`config.mk`:
```
export PLATFORM = sky130hd
export DESIGN_NAME = s2p_deser
export DESIGN_NICKNAME = d
export VERILOG_FILES = /design/src/rtl/s2p_deser_pkg.sv /design/src/rtl/s2p_outreg.sv /design/src/rtl/s2p_deser.sv
export SDC_FILE = /design/constraint.sdc
export NUM_CORES = 1
export LEC_CHECK = 0
export CORE_MARGIN = 8
export CORE_UTILIZATION = 55
export DETAILED_ROUTE_END_ITERATION = 8
export PLACE_DENSITY = 0.85
export REMOVE_ABC_BUFFERS = 1
export SYNTH_ARGS = -nofsm -noshare
export SYNTH_HDL_FRONTEND = slang
export SYNTH_SLANG_ARGS = --single-unit
```
`constraint.sdc`:
```
create_clock -name clk -period 4.2 [get_ports clk]
set_input_delay 0.84 -clock clk [delete_from_list [all_inputs] [get_ports clk]]
set_output_delay 0.84 -clock clk [all_outputs]
set_load 0.02 [all_outputs]
```
`src/rtl/s2p_deser_pkg.sv`:
```
// Shared types and helpers for the serial-to-parallel deserializer.
// Latency: n/a (declarations only).
// Backpressure: n/a (declarations only).
package s2p_deser_pkg;

  // Assembly FSM: IDLE holds no bits, SHIFT holds 1..DWIDTH-1 bits.
  typedef enum logic {
    ST_IDLE  = 1'b0,
    ST_SHIFT = 1'b1
  } state_e;

  // Bits needed to hold the values 0..n-1, never less than one bit.
  function automatic int cnt_width(input int n);
    return (n <= 2) ? 1 : $clog2(n);
  endfunction

endpackage

```
`src/rtl/s2p_outreg.sv`:
```
// Output holding register with valid/ready handshake for assembled words.
// Latency: a loaded word is visible on outdata_o/outvalid_o one clock after word_vld_i.
// Backpressure: held word is kept while outready_i=0; a word completing then is dropped with an overflow_o pulse.
//
// Ports:
//   clk, rstn     clock, async active-low reset
//   word_vld_i    a completed word is offered this cycle
//   word_dat_i    the completed word
//   outready_i    downstream accepts the held word (ignored while outvalid_o=0)
//   outdata_o     held word
//   outvalid_o    outdata_o holds an unconsumed word
//   overflow_o    one-cycle pulse when an offered word is dropped
module s2p_outreg #(
  parameter int DWIDTH = 4
) (
  input  logic              clk,
  input  logic              rstn,
  input  logic              word_vld_i,
  input  logic [DWIDTH-1:0] word_dat_i,
  input  logic              outready_i,
  output logic [DWIDTH-1:0] outdata_o,
  output logic              outvalid_o,
  output logic              overflow_o
);

  logic [DWIDTH-1:0] dat_q;
  logic              vld_q;
  logic              ovf_q;

  // The register has room for a new word when it is empty or its word is
  // leaving this cycle; outready_i only matters while a word is held.
  logic xfer;
  logic room;

  assign xfer = vld_q & outready_i;
  assign room = ~vld_q | outready_i;

  always_ff @(posedge clk or negedge rstn) begin
    if (!rstn) begin
      dat_q <= '0;
      vld_q <= 1'b0;
      ovf_q <= 1'b0;
    end else begin
      ovf_q <= 1'b0;
      if (word_vld_i) begin
        if (room) begin
          // Completion alongside a transfer reloads without a bubble.
          dat_q <= word_dat_i;
          vld_q <= 1'b1;
        end else begin
          // Held word wins; the newcomer is dropped and flagged.
          ovf_q <= 1'b1;
        end
      end else if (xfer) begin
        vld_q <= 1'b0;
      end
    end
  end

  assign outdata_o  = dat_q;
  assign outvalid_o = vld_q;
  assign overflow_o = ovf_q;

endmodule

```
`src/rtl/s2p_deser.sv`:
```
// Serial-to-parallel deserializer: gathers DWIDTH qualified bits into a word.
// Latency: word visible on outdata/outvalid one clock after its last bit; back-to-back words lose no cycle.
// Backpressure: none on the serial side; a word completing while the held word is unconsumed is dropped (overflow).
//
// Ports:
//   clk, rstn   clock, async active-low reset
//   din         serial data bit
//   invalid     din qualifier, one bit accepted per cycle while high
//   outdata     assembled word        outvalid  outdata holds an unconsumed word
//   outready    downstream accepts    busy      a partial word is in progress
//   overflow    pulse: completed word dropped
//   abort       pulse: partial word discarded after TIMEOUT idle cycles (0 disables)
module s2p_deser
  import s2p_deser_pkg::*;
#(
  parameter int DWIDTH    = 4,
  parameter int MSB_FIRST = 1,
  parameter int TIMEOUT   = 8
) (
  input  logic              clk,
  input  logic              rstn,
  input  logic              din,
  input  logic              invalid,
  output logic [DWIDTH-1:0] outdata,
  output logic              outvalid,
  input  logic              outready,
  output logic              busy,
  output logic              overflow,
  output logic              abort
);

  localparam int BCNT_W = cnt_width(DWIDTH);
  localparam int ICNT_W = cnt_width(TIMEOUT + 1);

  localparam logic [BCNT_W-1:0] LAST_BIT  = BCNT_W'(DWIDTH - 1);
  localparam logic [BCNT_W-1:0] FIRST_CNT = BCNT_W'(1);
  localparam logic [ICNT_W-1:0] IDLE_LIM  = ICNT_W'(TIMEOUT);

  state_e            state_q;
  logic [BCNT_W-1:0] bitcnt_q;
  logic [ICNT_W-1:0] idlecnt_q;
  logic [ICNT_W-1:0] idlecnt_d;
  logic [DWIDTH-1:0] shreg_q;
  logic [DWIDTH-1:0] shreg_d;
  logic              busy_q;
  logic              abort_q;

  logic              word_vld;
  logic              timeout_hit;

  // MSB-first shifts left so the first bit ends at the top; LSB-first shifts
  // right so the first bit ends at bit 0.
  assign shreg_d = (MSB_FIRST != 0) ? {shreg_q[DWIDTH-2:0], din}
                                    : {din, shreg_q[DWIDTH-1:1]};

  assign idlecnt_d = idlecnt_q + ICNT_W'(1);

  // The shifted value is the completed word on the cycle the last bit lands,
  // so the output register captures it directly.
  assign word_vld = (state_q == ST_SHIFT) && invalid && (bitcnt_q == LAST_BIT);

  assign timeout_hit = (TIMEOUT != 0) && (state_q == ST_SHIFT) && !invalid &&
                       (idlecnt_d == IDLE_LIM);

  always_ff @(posedge clk or negedge rstn) begin
    if (!rstn) begin
      state_q   <= ST_IDLE;
      bitcnt_q  <= '0;
      idlecnt_q <= '0;
      shreg_q   <= '0;
      busy_q    <= 1'b0;
      abort_q   <= 1'b0;
    end else begin
      abort_q <= 1'b0;
      case (state_q)
        ST_IDLE: begin
          if (invalid) begin
            shreg_q   <= shreg_d;
            bitcnt_q  <= FIRST_CNT;
            idlecnt_q <= '0;
            state_q   <= ST_SHIFT;
            busy_q    <= 1'b1;
          end
        end
        ST_SHIFT: begin
          if (invalid) begin
            idlecnt_q <= '0;
            if (bitcnt_q == LAST_BIT) begin
              // Word handed to the output register; start clean for the next.
              shreg_q  <= '0;
              bitcnt_q <= '0;
              state_q  <= ST_IDLE;
              busy_q   <= 1'b0;
            end else begin
              shreg_q  <= shreg_d;
              bitcnt_q <= bitcnt_q + BCNT_W'(1);
            end
          end else if (timeout_hit) begin
            shreg_q   <= '0;
            bitcnt_q  <= '0;
            idlecnt_q <= '0;
            state_q   <= ST_IDLE;
            busy_q    <= 1'b0;
            abort_q   <= 1'b1;
          end else if (TIMEOUT != 0) begin
            idlecnt_q <= idlecnt_d;
          end
        end
        default: begin
          state_q <= ST_IDLE;
          busy_q  <= 1'b0;
        end
      endcase
    end
  end

  s2p_outreg #(
    .DWIDTH(DWIDTH)
  ) u_outreg (
    .clk        (clk),
    .rstn       (rstn),
    .word_vld_i (word_vld),
    .word_dat_i (shreg_d),
    .outready_i (outready),
    .outdata_o  (outdata),
    .outvalid_o (outvalid),
    .overflow_o (overflow)
  );

  assign busy  = busy_q;
  assign abort = abort_q;

endmodule

```
* Word level (Yosys, flattened, before mapping)
Index checks and enable logic that the tools add are counted.
** Storage, ports and cells
- Bits of input ports :: 5
- Register bits :: 18
** Operators by class
- Bitwise logic cells :: 4
- Reductions and logical operators :: 10
- $add $sub $neg :: 2
- Mux-type cells :: 32
- Eq/ne operators :: 6
** Operator list (count)
- $mux W1 :: 16
- $mux W3 :: 4
- $mux W4 :: 3
- $mux W2 :: 4
- $pmux W4 S2 :: 1
- $ne A3 B2 Y1 const B :: 2
- $pmux W3 S2 :: 1
- $reduce_and A2 Y1 :: 3
- $add A4 B1 Y4 const B :: 1
- $eq A4 B4 Y1 const B :: 1
- $logic_and A1 B1 Y1 :: 4
- $ne A2 B2 Y1 const B :: 2
- $pmux W1 S2 :: 2
- $pmux W2 S2 :: 1
- $reduce_and A3 Y1 :: 1
- $add A2 B1 Y2 const B :: 1
- $eq A2 B2 Y1 const B :: 1
- $not A1 Y1 :: 2
- $reduce_bool A2 Y1 :: 1
- $and A1 B1 Y1 :: 1
- $logic_not A1 Y1 :: 1
- $or A1 B1 Y1 :: 1

* Logic depth before layout (Yosys ltp)
Gate-level depths: netlist of run 1.
- Depth after elaboration :: 6
- Mapped depth :: 5
- Mapped depth without buffers :: 5

* Hierarchy
From an unflattened synthesis of run 1, not the netlist that was laid out.
** Second synthesis, totals
- Cells, all modules :: 74
- Area, all modules :: 904.6 um^2
** Modules (own cells, without submodules)
- s2p_deser :: cells each 59, seq. area each 300.3 um^2, area each 658.1 um^2, times used 1
- s2p_outreg :: cells each 15, seq. area each 150.1 um^2, area each 246.5 um^2, times used 1

* Worst setup path after synthesis of run 1
No wires, ideal clock.
- Path kind :: input-to-reg
- From :: input port invalid
- To :: register u_outreg.dat_q[0], in the netlist u_outreg.outdata_o[0]
- Stages :: 3
- Arrival :: 1515 ps
- Buffers on the path :: 0
- Library setup time :: 125 ps
- Path slack :: 2560 ps
- Data required time :: 4075 ps
- Cell sequence :: nand3_1 -> and2b_1 -> mux2_2
** On the way
- Word-level cells in the longest chain between the ends :: 3
** RTL lines
- start, declared :: RTL line s2p_deser.sv:23 : input logic invalid,
- $logic_and A1 B1 Y1 (2 in a row) :: RTL line s2p_deser.sv:60 : assign word_vld = (state_q == ST_SHIFT) && invalid && (bitcnt_q == LAST_BIT);
- $reduce_and A2 Y1 (no source line)
- end signal, assigned :: RTL line s2p_outreg.sv:48 : dat_q <= word_dat_i;
- end, declared :: RTL line s2p_outreg.sv:26 : logic [DWIDTH-1:0] dat_q;
No other way between the ends.
A chain may end at the register's enable or synchronous reset.

* Worst setup path in the final report of run 1
- From :: input port invalid
- To :: register u_outreg.dat_q[3], in the netlist u_outreg.outdata_o[3]
Same word-level chain as after synthesis.

==> results.yml, run 1 <==
pwr:
  p_int_uw: 363.2
  power.leakage_uw: 0.0004560
  seqPwrFrac_pct: 47.8
  max-vdd-ir-drop_uv: 391.4
  p_clk_share_pct: 19.7
  combinationalPowerShare_pct: 32.4
  p_switching_uw: 176.4
  p_per_area_nw_per_um2: 519.6
  netSwitchingFraction_pct: 32.70
  finalPower_uw: 539.6
sta:
  relSlewSlack_pct: 48.63
  final.setup.tns_ps: 0
  clock.fmax_mhz: 435.3
  setup_ws_ps: 1903
  rsz0062_at_grt: "false"
  worst_pin_slew_ps: 768.1
  skew_ps: 4.521
  setup_viol: 0
  drv_slew: 0
  hold_violations: 0
  layout_min_cycle_time_ps: 2297
  period_share_pct: 54.69
synth:
  synth_compound_area_share_pct: 15.52
  yosys-top-cells-area: "dfrtp_1 (52%), ha_1 (4.3%), mux2_2 (3.9%)"
  synth_edf_count: 0
  avgSynthCellArea_sq_um: 11.93
  synth_top_family_by_area: "simple AND/OR/NAND/NOR gates"
  synth_area_sq_um: 870.8
  ys_warn_count: 0
  synth_ff_type: "dfrtp_1"
  yosys.area_share.xor_xnor_pct: 2.011
  netlist_top_cells_count: "dfrtp_1 (18), nand2_1 (7), nor2_1 (4)"
  synthSimpleGateAreaFrac_pct: 18.68
  netlist_instances: 73
  synth.mux.area_fraction_pct: 6.322
  synth_fa_ha_area_share_pct: 4.310
  async_reset_ff_share_pct: 100.0
  synth_top_area_cell: "dfrtp_1"
  synth.most_common_cell: "dfrtp_1"
  ys_seq_elements: 18
  yosysSeqAreaShare_pct: 51.72
  synth.top_cell.area_share_pct: 51.72
  ys_types: 36
detailed_routing:
  vias_per_cell: 5.864
  routed_wl_microns: 1596
  vias: 604
  dr.pass1.iters: 4
  route.detailed.drc: 0
  wl_per_cell_microns: 15.50
  drtIter0Drc: 2
  ant_nets: 0
final_layout:
  fillerInstances: 112
  area_growth_pct: 19.25
  fin_cells: 103
  drive_gt1_share_pct: 18.39
  fin_util_pct: 69.75
  final_nets: 96
  antennaDiodeCount: 0
global_route:
  grt_use_total_pct: 10.62
  overflow: 0
  grt_pass1_vias: 607
  antenna_found_initial: 0
  grt_pass1_wl_microns: 2656
  grt_max_degree: 19
placement:
  dp_hpwl_microns: 1196
  dp_cells: 99
  io_buffers: 12
  gp_congestion: 0.7593
  pre_cts_ws_ps: 1598
worst_setup_path:
  worst_ep_arrival_time_ps: 2480
  crit_required_ps: 4390
  slowest_stage: "clkdlybuf4s50_1"
  cp_cell_sequence: "clkdlybuf4s50_1 -> nand3_1 -> and2b_1 -> mux2_2"
  cp-end-kind: "flop"
  cp_max_fo: 13
  critical_path.max_stage_delay_ps: 770
  worst-setup-path-type: "in -> reg"
  crit_path_start_kind: "input pin"
clock_tree:
  cts-root-buf: "clkbuf_4"
  hold_buffers: 0
  htreeDepth: 1
  clock_latency_ps: 300
  cts_buffers: 3
  cts_buffer_depth: 2
  clk_pin_slew_worst_paths_ps: 100
  post-cts-setup-buffers: 0
  cts_resized: 0
  cts_sinks: 18
  cts_tree: "built"
floorplanning:
  die_area_sq_um: 3113
  die_w_microns: 55.79
  io_pins: 13
  die_h_microns: 55.79
  coreArea_sq_um: 1489
  rows: 14
  start_util_pct: 58.49
status:
  status: "complete, no violations"
run:
  max_cap_violations: 0
worst_hold_path:
  min-delay-path-class: "reg -> reg"
kinds of logic after synthesis:
group | count (synthesis)
AOI/OAI and AO/OA | 16
xor gates and xnor gates | 2
DFF | 18
adders and majority gates | 3
and+or+nand+nor | 26
muxes | 5
buffers and inverters | 3
cell type report:
class,count,area (sq um),area share (%)
tap,16,20.02,1.928
sequential,18,450.4,43.37
multi-input combinational,52,407.9,39.28
timing repair buffer,12,120.1,11.57
clock buffer,4,36.28,3.494
inverter,1,3.754,0.3614
flip-flops by register name (all words and copies together), names as in the netlist:
signal / count
u_outreg.outdata_o: 4
abort: 1
u_outreg.outvalid_o: 1
state_q: 1
busy: 1
u_outreg.overflow_o: 1
bitcnt_q: 2
idlecnt_q: 4
shreg_q: 3
power groups by stage:
stage | Sequential (uW) | Clock (uW) | Combinational [uW]
2_1_floorplan | 281 | 0 | 76.2
3_3_place_gp | 258 | 0 | 172
3_5_place_dp | 261 | 0 | 178
4_1_cts | 258 | 110 | 179
5_1_grt | 264 | 117 | 190
6_report | 258 | 107 | 175
critical path: cells and delay by family:
kind                   cells  cell delay [ps]
and+or+nand+nor            2              520
buffers and inverters      1              770
muxes                      1              350
stage by stage:
step	area [sq um]	hold WS (ps)
finish	1039	504.3
global route	1039	527.3
CTS	1039	512.8
detailed placement	1002	490.1
global placement	1002	474.7
floorplan	862.1	460.6
routing by layer:
layer  vias to the layer above  wire, microns  track usage, %
li1                        294              -               -
met1                       293            765           12.23
met2                        13            703           16.03
met3                         4             82           3.653
met4                         0             44           7.394
met5                         -              0               0
layout by cell type, fill, tap and decap left out:
| master | instances |
|---|---|
| nand3b_1 | 1 |
| clkbuf_8 | 1 |
| o21bai_1 | 1 |
| nand4_1 | 1 |
| ha_1 | 3 |
| clkdlybuf4s50_1 | 12 |
| o211ai_1 | 1 |
| o21a_1 | 1 |
| o21ai_0 | 1 |
| xnor2_1 | 1 |
| nand2b_1 | 1 |
| nand2_1 | 7 |
| a21bo_2 | 1 |
| nand3_1 | 2 |
| a2bb2oi_1 | 1 |
| nor3b_1 | 2 |
| mux2_2 | 3 |
| or2_4 | 1 |
| and4b_4 | 1 |
| a22o_1 | 3 |
| dfrtp_1 | 18 |
| a21oi_1 | 3 |
| nor3_2 | 2 |
| and2_1 | 1 |
| nor2b_4 | 1 |
| a21oi_4 | 1 |
| and2b_1 | 1 |
| mux2i_1 | 1 |
| mux2_1 | 1 |
| nor2b_1 | 1 |
| nor2_1 | 4 |
| a32o_1 | 1 |
| inv_1 | 1 |
| a21oi_2 | 1 |
| o31ai_2 | 1 |
| clkbuf_4 | 3 |
| xor2_1 | 1 |
final timing paths:
check,cells past startpoint,endpoint,slack (ps),from
setup / recovery,4,u_outreg.outdata_o[3],1900,invalid
hold / removal,1,u_outreg.outdata_o[2],500,u_outreg.outdata_o[2]
setup reg to reg,3,u_outreg.outdata_o[3],2600,state_q
hold reg to reg,1,u_outreg.outdata_o[2],500,u_outreg.outdata_o[2]
max in group asynchronous,1,bitcnt_q[0],2740,rstn
min in group asynchronous,1,idlecnt_q[3],980,rstn
Power figures use the tool's default switching activity.
==> inputs of run 2 (changes only) <==
Settings changed: CORE_UTILIZATION 55 to 51, PLACE_DENSITY 0.85 to 0.8.
Clock period 4.2 ns to 2.3 ns, I/O delays scaled along.
==> results.yml, run 2 (synthesis gave the netlist of run 1 again) <==
status:
  status: "complete, no violations"
detailed_routing:
  drtIter0Drc: 12
  routed_wl_microns: 1622
  ant_nets: 0
  route.detailed.drc: 0
  wl_per_cell_microns: 15.30
  vias: 601
  vias_per_cell: 5.670
  dr.pass1.iters: 4
worst_setup_path:
  cp-end-kind: "output pin"
  regToRegEndpoint: "u_outreg.outdata_o[1]"
  crit_path_start_kind: "flop"
  cp_max_fo: 2
  ff2ff_setup_slack_ps: 690
  slowest_stage: "clkdlybuf4s50_1"
  crit_required_ps: 1840
  worst-setup-path-type: "reg -> out"
  r2r_start: "state_q"
  critical_path.max_stage_delay_ps: 620
  path_delay_family: "buffers and inverters"
  reg2regPathDepth: 3
  cp_cell_sequence: "clkdlybuf4s50_1"
  worst_ep_arrival_time_ps: 1290
  critPathBufInv: 1
pwr:
  p_int_uw: 665.2
  power.leakage_uw: 0.0004656
  netSwitchingFraction_pct: 32.44
  combinationalPowerShare_pct: 32.8
  p_clk_share_pct: 19.4
  p_switching_uw: 319.5
  seqPwrFrac_pct: 47.7
  max-vdd-ir-drop_uv: 455.0
  p_per_area_nw_per_um2: 933.5
global_route:
  grt_use_total_pct: 10.58
  grt_pass1_vias: 608
  grt_max_degree: 19
  antenna_found_initial: 0
  overflow: 0
  grt_pass1_wl_microns: 2711
placement:
  placed_area_sq_um: 1018
  io_buffers: 12
  gp_congestion: 0.7756
  dp_hpwl_microns: 1259
clock_tree:
  cts_sinks: 18
  clk_pin_slew_worst_paths_ps: 100
  cts_resized: 0
  cts_tree: "built"
  clock_latency_ps: 290
  cts-root-buf: "clkbuf_4"
  cts_buffers: 3
  cts_buffer_depth: 2
  htreeDepth: 1
  hold_buffers: 0
  post-cts-setup-buffers: 0
final_layout:
  final_common_cell: "dfrtp_1"
  final_cell_mix: "dfrtp_1 (18), clkdlybuf4s50_1 (12), nand2_1 (7)"
  final_nets: 98
  antennaDiodeCount: 0
  seq_area_sq_um: 450.4
  area_growth_pct: 21.12
  drive_gt1_share_pct: 20.22
  fillerInstances: 129
  multiInputGateArea_sq_um: 407.9
  final_area_sq_um: 1055
sta:
  hold_violations: 0
  rsz0062_at_grt: "false"
  period_share_pct: 76.04
  drv_slew: 0
  worst_pin_slew_ps: 428.6
  relSlewSlack_pct: 71.43
  holdWs_ps: 485.0
  skew_ps: 2.080
  layout_min_cycle_time_ps: 1749
  final.setup.tns_ps: 0
  clock.fmax_mhz: 571.8
  setup_viol: 0
floorplanning:
  start_util_pct: 52.13
  rows: 15
  coreArea_sq_um: 1670
  die_area_sq_um: 3286
  die_w_microns: 57.32
  io_pins: 13
  die_h_microns: 57.32
run:
  max_cap_violations: 0
worst_hold_path:
  min-delay-path-class: "in -> async"
-- run 2: power groups by stage --
stage               Combinational (uW)  Sequential (uW)  Clock [uW]
CTS                                329              468         199
floorplan                          139              513           0
global route                       351              481         211
global placement                   316              469           0
finish                             323              470         191
detailed placement                 327              475           0
-- run 2: worst max-delay path by stage --
stage / cells after the start / to / from
2_1_floorplan: 5 / abort / idlecnt_q[0]
3_3_place_gp: 4 / u_outreg.outdata_o[3] / invalid
3_5_place_dp: 4 / u_outreg.outdata_o[1] / invalid
4_1_cts: 1 / outdata[1] / u_outreg.outdata_o[1]
5_1_grt: 1 / outdata[1] / u_outreg.outdata_o[1]
6_report: 1 / outdata[1] / u_outreg.outdata_o[1]
-- run 2: per-layer routing --
layer  wire length, microns  global-route usage (%)  part of all wire, %
met1                    721                   12.80                   44
met2                    795                   15.62                   49
met3                     91                   3.139                  5.6
met4                     14                   7.500                 0.86
met5                      0                       0                    0
-- run 2: cell type report --
cell class | count | area share [%]
flip-flops and latches | 18 | 42.70
multi-input cells | 52 | 38.67
repair buffers | 14 | 12.81
clock buffers | 4 | 3.440
well taps | 17 | 2.017
inverters | 1 | 0.3559
-- run 2: through the flow --
stage	total power, uW	utilization, %	instances	setup slack [ps]
finish	984.6	63.15	106	551.2
global route	1042	63.15	106	508.0
floorplan	652.2	-	71	855.7
global placement	785.2	60.97	102	454.6
detailed placement	802.4	60.97	102	417.3
CTS	996.3	63.15	106	530.5
